--- config.mk ---
export PLATFORM = sky130hd
export DESIGN_NAME = skl_pipe_adder
export DESIGN_NICKNAME = d
export VERILOG_FILES = /design/src/rtl/skl_pipe_adder.sv
export SDC_FILE = /design/constraint.sdc
export NUM_CORES = 1
export LEC_CHECK = 0
export BUFFER_PORTS_ARGS = -buffer_cell sky130_fd_sc_hd__buf_2
export CAP_MARGIN = 20
export CORE_ASPECT_RATIO = 0.8
export CORE_MARGIN = 10
export CORE_UTILIZATION = 40
export CTS_BUF_LIST = sky130_fd_sc_hd__clkbuf_8
export DETAILED_ROUTE_END_ITERATION = 12
export SKIP_CTS_REPAIR_TIMING = 1
export SYNTH_ARGS = -nofsm -noshare
export SYNTH_HDL_FRONTEND = slang
export SYNTH_SLANG_ARGS = --single-unit
--- constraint.sdc ---
create_clock -name clk -period 2.4 [get_ports clk]
set_input_delay 0.24 -clock clk [delete_from_list [all_inputs] [get_ports clk]]
set_output_delay 0.24 -clock clk [all_outputs]
set_load 0.01 [all_outputs]
--- src/rtl/skl_pipe_adder.sv ---
// Pipelined Sklansky parallel-prefix adder with valid/ready handshake and global stall.
// Define SKL_OVF_EN to add the registered signed-overflow output ovf.
module skl_pipe_adder #(
    parameter int WIDTH = 8
) (
    input  logic             clk,
    input  logic             rst,
    input  logic             in_valid,
    output logic             in_ready,
    input  logic [WIDTH-1:0] x1,
    input  logic [WIDTH-1:0] x2,
    input  logic             cin,
    input  logic             flush,
    output logic             out_valid,
    input  logic             out_ready,
    output logic [WIDTH-1:0] s,
    output logic             cout
`ifdef SKL_OVF_EN
    ,
    output logic             ovf
`endif
);

    localparam int L = $clog2(WIDTH);

    logic             advance;
    logic [L:0]       vld;
    logic [L:0]       ck;
    logic [WIDTH-1:0] gg [0:L];
    logic [WIDTH-1:0] pp [0:L];
    logic [WIDTH-1:0] pk [0:L];

    assign advance  = ~out_valid | out_ready;
    assign in_ready = advance & ~flush;

    // gg/pp at index i hold group generate/propagate after prefix level i;
    // pk keeps the raw bit propagates for the final sum.
    always_ff @(posedge clk or posedge rst) begin
        if (rst) begin
            vld       <= '0;
            ck        <= '0;
            out_valid <= 1'b0;
            s         <= '0;
            cout      <= 1'b0;
`ifdef SKL_OVF_EN
            ovf       <= 1'b0;
`endif
            for (int lv = 0; lv <= L; lv++) begin
                gg[lv] <= '0;
                pp[lv] <= '0;
                pk[lv] <= '0;
            end
        end else if (flush) begin
            vld       <= '0;
            out_valid <= 1'b0;
        end else if (advance) begin
            // cin is folded into bit 0 so every group generate already includes it
            vld[0] <= in_valid;
            ck[0]  <= cin;
            pk[0]  <= x1 ^ x2;
            pp[0]  <= x1 ^ x2;
            gg[0]  <= {x1[WIDTH-1:1] & x2[WIDTH-1:1],
                       (x1[0] & x2[0]) | ((x1[0] ^ x2[0]) & cin)};

            for (int lv = 1; lv <= L; lv++) begin
                vld[lv] <= vld[lv-1];
                ck[lv]  <= ck[lv-1];
                pk[lv]  <= pk[lv-1];
                for (int j = 0; j < WIDTH; j++) begin
                    // upper half of each 2^lv block combines with the top bit of the lower half
                    if (((j >> (lv - 1)) & 1) != 0) begin
                        gg[lv][j] <= gg[lv-1][j] |
                                     (pp[lv-1][j] & gg[lv-1][((j >> (lv - 1)) << (lv - 1)) - 1]);
                        pp[lv][j] <= pp[lv-1][j] & pp[lv-1][((j >> (lv - 1)) << (lv - 1)) - 1];
                    end else begin
                        gg[lv][j] <= gg[lv-1][j];
                        pp[lv][j] <= pp[lv-1][j];
                    end
                end
            end

            out_valid <= vld[L];
            if (vld[L]) begin
                s    <= pk[L] ^ {gg[L][WIDTH-2:0], ck[L]};
                cout <= gg[L][WIDTH-1];
`ifdef SKL_OVF_EN
                ovf  <= gg[L][WIDTH-2] ^ gg[L][WIDTH-1];
`endif
            end
        end
    end

endmodule

# Word level (Yosys, flattened, before mapping)
# Cells that the tools add are included.
# classes
n_mux,4
bitwise,43
n_reduce_logical,3
# ops
operator,n
$and A1 B1 Y1,23
$xor A8 B8 Y8,2
$or A1 B1 Y1,14
$mux W4,2
$and A7 B7 Y7,1
$reduce_and A3 Y1,1
$mux W1,2
$not A1 Y1,2
$reduce_and A2 Y1,1
$reduce_bool A2 Y1,1
$xor A1 B1 Y1,1
# word_totals
regBits,98
out_inout_bits,11
elab_cells,65

# Depth between registers and ports, before layout
# Gate-level depths: netlist of run 1.
# depth
depth_word,4
mapped_depth,8
ltp_nobuf,4

# Worst setup path after synthesis of run 1
# No wires, ideal clock.
# synth_timing
path_kind,register -> register
start,register out_valid
end,register gg[12] (netlist bit)
t_arrival_ns,1.620
t_required_ns,2.275
path_slack_ns,0.655
stages_incl_launch_ff,9
path_cell_list,dfrtp_1 nor2b_4 buf_6 or2_4 buf_6 inv_4 buf_12 buf_12 mux2_4
# synth_via
elab_chain_len,3
# synth_rtl
element,line,rtl
from (decl),14,"output logic out_valid,"
from (signal assigned),82,out_valid <= vld[L];
$not A1 Y1,33,assign advance = ~out_valid | out_ready;
$or A1 B1 Y1,33,
$reduce_and A2 Y1 (no line),n/a,
"to (signal, indexed assignment)",72,gg[lv][j] <= gg[lv-1][j] |
"to (signal, indexed assignment)",76,gg[lv][j] <= gg[lv-1][j];
to (decl),29,logic [WIDTH-1:0] gg [0:L];
# No other way between the ends.
# A chain may end at the register's enable or synchronous reset.

# Worst setup path in the final report of run 1
# layout_timing
start,register out_valid
end,output port in_ready
# layout_via
elab_chain_len,3
# layout_rtl
element,line,rtl
$not A1 Y1,33,
$or A1 B1 Y1,33,
$and A1 B1 Y1,34,assign in_ready = advance & ~flush;
to (decl),9,"output logic in_ready,"
# No other way between the ends.

==> results.md, run 1 <==
- Grt ovf: 0
- Cell count after synthesis: 252
- Status: completed
- Tcrit/Tclk final: 90.8%
- CTS tree: built
- Fillers: 814
- Largest net degree at the start of global routing: 39
- GR met1 Demand/Resource: 14.7%
- Seq cells post-synth: 88
- Slew margin rel.: 63.0%
- H-tree depth: 3
- Post-synthesis sequential area ratio: 59.2%
- GR Util met2: 12.7%
- Clock Skews: 6.88 ps
- RSZ-0062 raised after global routing: false
- Critical Path RT: 2160 ps
- DRT Pass-1 Iters: 4
- Power Density: 860 nW/um^2
- Reg area: 2200 sq um
- Clock Sink Count: 88
- Max-cap violation count: 0
- Die height: 106 um
- Count leader, synth: dfrtp_1
- DRC violation count after routing: 0
- Final count of hold timing violations: 0
- Total track usage: 10.0%
- Syn Nets: 282
- CP Class: reg -> out
- Post-synth top cells: dfrtp_1 (88), mux2_2 (36), o21ai_0 (36)
- Dpl hpwl: 4.31 mm
- CTS Buffer Depth: 2
- Post-Syn Area per Cell: 14.8 sq um
- GRT busiest layer: met1
- Yosys warns: 0
- Global-route wire length before repair: 11.0 mm
- Die width: 128 um
- R2r startpoint: out_valid
- Clock root buffer master: clkbuf_8
- Yosys top cell area share: 59.2%
- Max IR drop VDD: 0.384 mV
- ANT nets after route: 0
- 1st-iter DRT viols: 114
- Area Growth Syn to Fin: 11.8%
- Worst hold start: cin
- Slew Viols, Final: 0
- Number of synthesized flops with an enable pin: 0
- Clock slew at reported path FFs: 80 ps
- Crit path from: out_valid
- Synth area leaders: dfrtp_1 (59%), mux2_4 (12%), mux2_2 (11%)
- Hold Path Class: in -> reg
- Max frequency: 459 MHz
- Crit path DAT: 1940 ps
- Top FF cell, synth: dfrtp_1
- Row cnt: 31
- Diode count: 0
- Synthesized cell area: 3720 sq um
- Minimum clock period: 2180 ps
- Initial antenna violation count: 0
- CP Max Fanout: 29
- Worst Max-Slew Pin Slew: 554 ps
- CP Launch Type: flip-flop
- Port bufs: 32
- Setup-failing EPs final: 0
- WL/cell: 15.2 um
- Total Power: 3.58 mW
- Met3 Resource Use GR: 3.62%
- Layout cells sized above 1: 41.7%
- Worst setup EP type: output pin
- Async set-reset flop share out of synthesis: 100%
- Synth area leader: dfrtp_1
- Starting density of the core: 41.0%
- Clk_lat worst skew: 350 ps
- Drt total wl: 6.24 mm
- Die Area: 13,600 sq um
- Core area: 9080 sq um
- Vias per inst: 4.85
- Via count: 1,987
- Synth cell types: 20
- P_leak: 1.96 nW
- Inserted Clock Buffers: 9
- TNS Setup: 0 ps
- # IOs: 33
- Via count of the first global-routing pass: 2,129
- NumNets Final: 320
- Multi-input gate area: 1370 sq um
- Routability congestion estimate: 0.727
-- routing by layer --
metal | up-vias | share of wire [%]
met5 | - | 0
met1 | 954 | 53
met4 | 0 | 1.7
met2 | 51 | 39
li1 | 973 | -
met3 | 9 | 6.3
-- cells by family (layout without fill, tap and decap cells) --
group,count (synthesis),after routing,synth area share [%]
xor+xnor,8,8,1.88
compound gates,49,49,6.59
mux,69,69,23.7
simple gates,14,14,1.92
flops,88,88,59.2
buf+inv,16,59,4.00
fa+ha+maj,8,8,2.69
-- placed cells by master, fill, tap and decap left out --
master	n
ha_1	8
o21ai_0	36
nand2_1	5
dfrtp_1	88
buf_12	1
inv_1	2
bufinv_16	1
or2_4	1
mux2_2	36
nor2_1	6
nor2b_4	1
nor3b_1	1
clkbuf_8	9
mux2_4	29
clkinv_2	1
a21oi_1	13
xor2_1	8
dlygate4sd3_1	1
buf_4	7
inv_4	1
clkinvlp_4	4
mux2i_1	4
buf_2	32
-- where the power goes --
group	total, mW	switching, mW	internal [mW]
logic	0.619	0.236	0.383
clock network	0.971	0.500	0.471
registers	1.99	0.201	1.79
-- state kept, by name, summed over array words and instances, names as in the netlist --
register,flops
out_valid,1
s,8
ck,4
gg,32
cout,1
pp,12
pk,26
vld,4
-- through the flow --
stage / worst slack (ps) / hold WS (ps) / utilization (%) / instance area, sq um / std cells
2_1_floorplan: 655 / 388 / - / 3720 / 252
3_3_place_gp: 568 / 228 / 43.6 / 3960 / 393
3_5_place_dp: 535 / 226 / 43.6 / 3960 / 393
4_1_cts: 185 / -173 / 45.7 / 4150 / 409
5_1_grt: 104 / 117 / 45.8 / 4160 / 410
6_report: 221 / 124 / 45.8 / 4160 / 410
-- path summary, 6_finish.rpt --
kind | depth (start not counted) | slack, ps | to
setup / recovery | 5 | 220 | in_ready
hold / removal | 2 | 120 | ck[0]
setup reg to reg | 5 | 530 | pk[7]
hold reg to reg | 1 | 500 | gg[2]
max in group asynchronous | 4 | 1430 | pp[20]
min in group asynchronous | 3 | 390 | s[5]
-- worst max-delay path, cell delays in order (launching register included) --
cell,delay [ps]
dfrtp_1,380
nor2b_4,170
or2_4,370
inv_4,80
buf_4,350
buf_2,210
-- final cells by class --
cell class              count  share of cell area [%]
well taps                 115                    3.46
multi-input cells         148                    32.9
inverters                   2                   0.331
flip-flops and latches     88                    52.9
clock buffers               9                    2.98
repair buffers             41                    5.84
clock inverters             7                    1.56
Note: power is estimated with default switching activity, not from simulation.
==> inputs of run 2 (changes only) <==
--- a/config.mk
+++ b/config.mk
@@ -8,7 +8,6 @@
 export BUFFER_PORTS_ARGS = -buffer_cell sky130_fd_sc_hd__buf_2
 export CAP_MARGIN = 20
 export CORE_ASPECT_RATIO = 0.8
-export CORE_MARGIN = 10
 export CORE_UTILIZATION = 40
 export CTS_BUF_LIST = sky130_fd_sc_hd__clkbuf_8
 export DETAILED_ROUTE_END_ITERATION = 12
==> results.md, run 2 (same netlist as run 1, synthesis figures left out) <==
- Row cnt: 31 (unchanged)
- Via count of the first global-routing pass: 1,965 (-7.7%)
- CP Class: reg -> out
- Reg with most FFs: gg
- Drt total wl: 5.99 mm (-3.9%)
- Vias per inst: 4.92 (+1.4%)
- Final Cell Area: 4190 sq um (+0.75%)
- Area Growth Syn to Fin: 12.7%
- Clock Sink Count: 88 (unchanged)
- Max-cap violation count: 0 (unchanged)
- Final count of hold timing violations: 7 (+7)
- RSZ-0062 raised after global routing: false
- Most frequent cells in the layout: dfrtp_1 (88), o21ai_0 (36), mux2_2 (36)
- Worst setup EP type: output pin
- CTS tree: built
- Slew Viols, Final: 0 (unchanged)
- Max frequency: 479 MHz (+4.4%)
- WL/cell: 14.7 um (-3.2%)
- # IOs: 33 (unchanged)
- Failing checks: negative hold slack
- Grt ovf: 0 (unchanged)
- Power Density: 889 nW/um^2 (+3.3%)
- CP Launch Type: flip-flop
- Port bufs: 32 (unchanged)
- Starting density of the core: 41.1% (+0.18 points)
- Post-DP Area: 3970 sq um (+0.25%)
- 1st-iter DRT viols: 94 (-18%)
- Setup-failing EPs final: 0 (unchanged)
- Commonest non-fill, non-tap cell in the layout: dfrtp_1
- H-tree depth: 3 (unchanged)
- Tcrit/Tclk final: 87.0% (-3.8 points)
- WHS: -20.4 ps (-144 ps)
- Largest register FFs: 32 (unchanged)
- Diode count: 0 (unchanged)
- Hold Path Class: in -> async
- CTS Buffer Depth: 2 (unchanged)
- Inserted Clock Buffers: 9 (unchanged)
- NumNets Final: 317 (-0.94%)
- Dpl hpwl: 3.97 mm (-7.8%)
- Worst Max-Slew Pin Slew: 539 ps (-15.0 ps)
- Critical Path RT: 2160 ps (about the same)
- Crit path from: out_valid
- Core area: 9040 sq um (-0.43%)
- P_leak: 1.97 nW (+0.69%)
- Die Area: 9690 sq um (-29%)
- Largest net degree at the start of global routing: 89 (+130%)
- Slew margin rel.: 64.0% (+1.0 points)
- DRT Pass-1 Iters: 4 (unchanged)
- Minimum clock period: 2090 ps (-91.5 ps)
- R2r setup slk: 630 ps (+100 ps)
- R2r startpoint: out_valid
- Util after Layout: 46.4% (+0.54 points)
- CP Max Fanout: 29 (unchanged)
- Die height: 88.2 um (-17%)
- Total track usage: 14.2% (+4.2 points)
- Clock root buffer master: clkbuf_8
- Total Power: 3.72 mW (+4.1%)
- TNS Setup: 0 ps (unchanged)
- Via count: 2,001 (+0.70%)
- Die width: 110 um (-14%)
- Crit path DAT: 1850 ps (-90 ps)
- Status: finished with violations
- Routability congestion estimate: 0.698 (-4.1%)
- DRC violation count after routing: 0 (unchanged)
- ANT nets after route: 0 (unchanged)
- Clock slew at reported path FFs: 80 ps (about the same)
- Clock Skews: 8.25 ps (+1.37 ps)
- Clk_lat worst skew: 360 ps (about the same)
- Max IR drop VDD: 0.512 mV (+33%)
- Initial antenna violation count: 0 (unchanged)
- Global-route wire length before repair: 10.1 mm (-8.3%)
- Layout cells sized above 1: 42.1% (+0.43 points)
- Top flop regs: gg: 32 flops, pk: 26 flops, pp: 12 flops
[run 2: cell count changes in the layout (fill, tap and decap cells not counted)]
cell           before  now
buf_12              1    3
buf_4               7    3
bufinv_16           1    2
clkbuf_8            9   10
clkinv_2            1    3
clkinvlp_4          4    2
dlygate4sd3_1       1    0
inv_1               2    0
[run 2: final cells by class]
cell class | instances | area [sq um]
flip-flops and latches | 88 | 2200
well taps | 115 | 144
multi-input cells | 148 | 1370
repair buffers | 38 | 243
inverters | 2 | 13.8
fillers | 815 | 4850
clock inverters | 6 | 82.6
clock buffers | 10 | 138
[run 2: metrics by stage]
step / hold slack (ps) / cells / setup slack, ps
2_1_floorplan: 388 / 252 / 655
3_3_place_gp: 408 / 391 / 672
3_5_place_dp: 407 / 391 / 646
4_1_cts: 5.58 / 407 / 294
5_1_grt: 14.0 / 407 / 200
6_report: -20.4 / 407 / 312
[run 2: per-layer routing]
| layer | vias to the layer above | global-route usage [%] | share of wire (%) |
|---|---|---|---|
| met5 | - | 0 | 0 |
| met4 | 0 | 3.27 | 0.95 |
| met3 | 6 | 6.26 | 5.2 |
| met2 | 39 | 19.3 | 41 |
| met1 | 996 | 20.8 | 53 |
| li1 | 960 | - | - |
[run 2: path summary, 6_finish.rpt]
| path | endpoint | depth (start not counted) |
|---|---|---|
| worst max-delay path | in_ready | 5 |
| worst min-delay path | s[1] | 3 |
| worst max register to register | pk[25] | 5 |
| worst min register to register | cout | 1 |
| max in group asynchronous | pp[16] | 3 |
| min in group clk | ck[0] | 2 |
[run 2: power by group]
| part | internal, mW | total [mW] | switching [mW] |
|---|---|---|---|
| combinational | 0.384 | 0.624 | 0.240 |
| sequential | 1.79 | 1.99 | 0.200 |
| clock | 0.609 | 1.11 | 0.505 |
| total | 2.78 | 3.72 | 0.944 |
[run 2: critical path, cell delays in order (launching register included)]
cell     delay (ps)
dfrtp_1         340
nor2b_4         260
or2_4           390
inv_4           110
buf_12          190
buf_2           160
==> inputs of run 3 (changes only) <==
--- a/config.mk
+++ b/config.mk
@@ -11,6 +11,7 @@
 export CORE_UTILIZATION = 40
 export CTS_BUF_LIST = sky130_fd_sc_hd__clkbuf_8
 export DETAILED_ROUTE_END_ITERATION = 12
+export RECOVER_POWER = 25
 export SKIP_CTS_REPAIR_TIMING = 1
 export SYNTH_ARGS = -nofsm -noshare
 export SYNTH_HDL_FRONTEND = slang
==> results.md, run 3 (same netlist as run 1, synthesis figures left out) <==
- Setup-failing EPs final: 0 (unchanged)
- Via count of the first global-routing pass: 1,965 (unchanged)
- Global-route wire length before repair: 10.1 mm (unchanged)
- Slew Viols, Final: 89 (+89)
- Routability congestion estimate: 0.698 (unchanged)
- Metal-1 WL: 3.15 mm (-0.19%)
- Hold Path Class: in -> reg
- Placed Cells: 391 (unchanged)
- Diode count: 0 (unchanged)
- Multi-input gate area: 1370 sq um (unchanged)
- Most frequent cells in the layout: dfrtp_1 (88), o21ai_0 (36), mux2_2 (36)
- Core area: 9040 sq um (unchanged)
- Initial antenna violation count: 0 (unchanged)
- Die height: 88.2 um (unchanged)
- CTS tree: built
- Worst Max-Slew Pin Slew: 1890 ps (+1360 ps)
- Slew margin rel.: -26.2% (-90 points)
- H-tree depth: 3 (unchanged)
- CP Launch Type: flip-flop
- DR top layer: met4
- Max IR drop VDD: 0.512 mV (about the same)
- Starting density of the core: 41.1% (unchanged)
- Met3 Routed Length: 311 um (-0.32%)
- TNS Setup: 0 ps (unchanged)
- CTS Buffer Depth: 2 (unchanged)
- Final count of hold timing violations: 0 (-7)
- Failing checks: max-capacitance violations, max-slew violations
- Reg2Reg Depth: 5 (unchanged)
- Total track usage: 14.2% (unchanged)
- Clock slew at reported path FFs: 80 ps (about the same)
- P_leak: 1.96 nW (-0.42%)
- Inserted Clock Buffers: 9 (unchanged)
- Power Density: 891 nW/um^2 (+0.29%)
- Max-cap violation count: 1 (+1)
- Critical Path RT: 2160 ps (about the same)
- DRT Pass-1 Iters: 4 (unchanged)
- Largest register FFs: 32 (unchanged)
- Post-route insts no fill: 407 (unchanged)
- ANT nets after route: 0 (unchanged)
- Drt total wl: 5.99 mm (-0.10%)
- Grt ovf: 0 (unchanged)
- Fillers: 818 (+0.37%)
- Vias per inst: 4.91 (about the same)
- WHS Path Cells: 2
- Largest net degree at the start of global routing: 89 (unchanged)
- # IOs: 33 (unchanged)
- Die Area: 9690 sq um (unchanged)
- Reg area: 2200 sq um (unchanged)
- Reg with most FFs: gg
- Clock Skews: 8.25 ps (unchanged)
- Top flop regs: gg: 32 flops, pk: 26 flops, pp: 12 flops
- 1st-iter DRT viols: 94 (unchanged)
- Max frequency: 479 MHz (unchanged)
- WHS: 134 ps (+154 ps)
- Total Power: 3.72 mW (-0.10%)
- Die width: 110 um (unchanged)
- Status: finished with violations
- WL/cell: 14.7 um (-0.10%)
- WL met2: 2.47 mm (about the same)
- Clk_lat worst skew: 360 ps (about the same)
- Dpl hpwl: 3.97 mm (unchanged)
- DRC violation count after routing: 0 (unchanged)
- NumNets Final: 317 (unchanged)
- Tcrit/Tclk final: 87.0% (unchanged)
- Layout cells sized above 1: 41.8% (-0.34 points)
- Worst setup EP type: output pin
- RSZ-0062 raised after global routing: false
- Crit path DAT: 1850 ps (about the same)
- Via count: 2,000 (-0.050%)
- Port bufs: 32 (unchanged)
- Clock root buffer master: clkbuf_8
- Clock Sink Count: 88 (unchanged)
- CP Class: reg -> out
- Row cnt: 31 (unchanged)
- CP Max Fanout: 29 (unchanged)
- Area Growth Syn to Fin: 12.2%
- Minimum clock period: 2090 ps (unchanged)
- Commonest non-fill, non-tap cell in the layout: dfrtp_1
run 3: cell types whose count changed in the layout (fill, tap and decap cells not counted):
cell,delta
clkbuf_1,+1
buf_12,-1
run 3: path summary, 6_finish.rpt:
kind                            from        to  slack, ps
max                        out_valid  in_ready        310
min                              cin     ck[0]        130
max reg2reg                out_valid    pk[25]        630
min reg2reg                     cout      cout        510
max in group asynchronous        rst    pk[21]        700
min in group asynchronous        rst      s[1]        570
run 3: through the flow:
step,utilization [%],setup WS (ps),area [sq um]
final,46.2,312,4170
after global routing,46.2,200,4170
after CTS,46.4,294,4190
after detailed placement,43.9,646,3970
after global placement,43.9,672,3970
after floorplan,-,655,3720
run 3: layout make-up:
class                      instances  area share, %
sequential                        88           52.8
multi-input combinational        148           32.8
clock inverter                     6           1.98
clock buffer                      10           3.30
tap                              115           3.45
inverter                           2          0.330
timing repair buffer              38           5.43
run 3: worst max-delay path: stages (launching register included):
cell and delay [ps]:
dfrtp_1 340, nor2b_4 260, or2_4 390, inv_4 110
buf_12 190, buf_2 160
run 3: routing by layer:
layer  global-route usage, %  up-vias
met5                       0        -
met4                    3.27        0
met3                    6.26        6
met2                    19.3       39
met1                    20.8      996
li1                        -      959
run 3: power breakdown:
group	leakage [nW]	internal, mW	switching, mW	total (mW)
Sequential	1.09	1.79	0.199	1.99
Clock	0.112	0.609	0.505	1.11
Combinational	0.755	0.381	0.239	0.620
Total	1.96	2.78	0.943	3.72
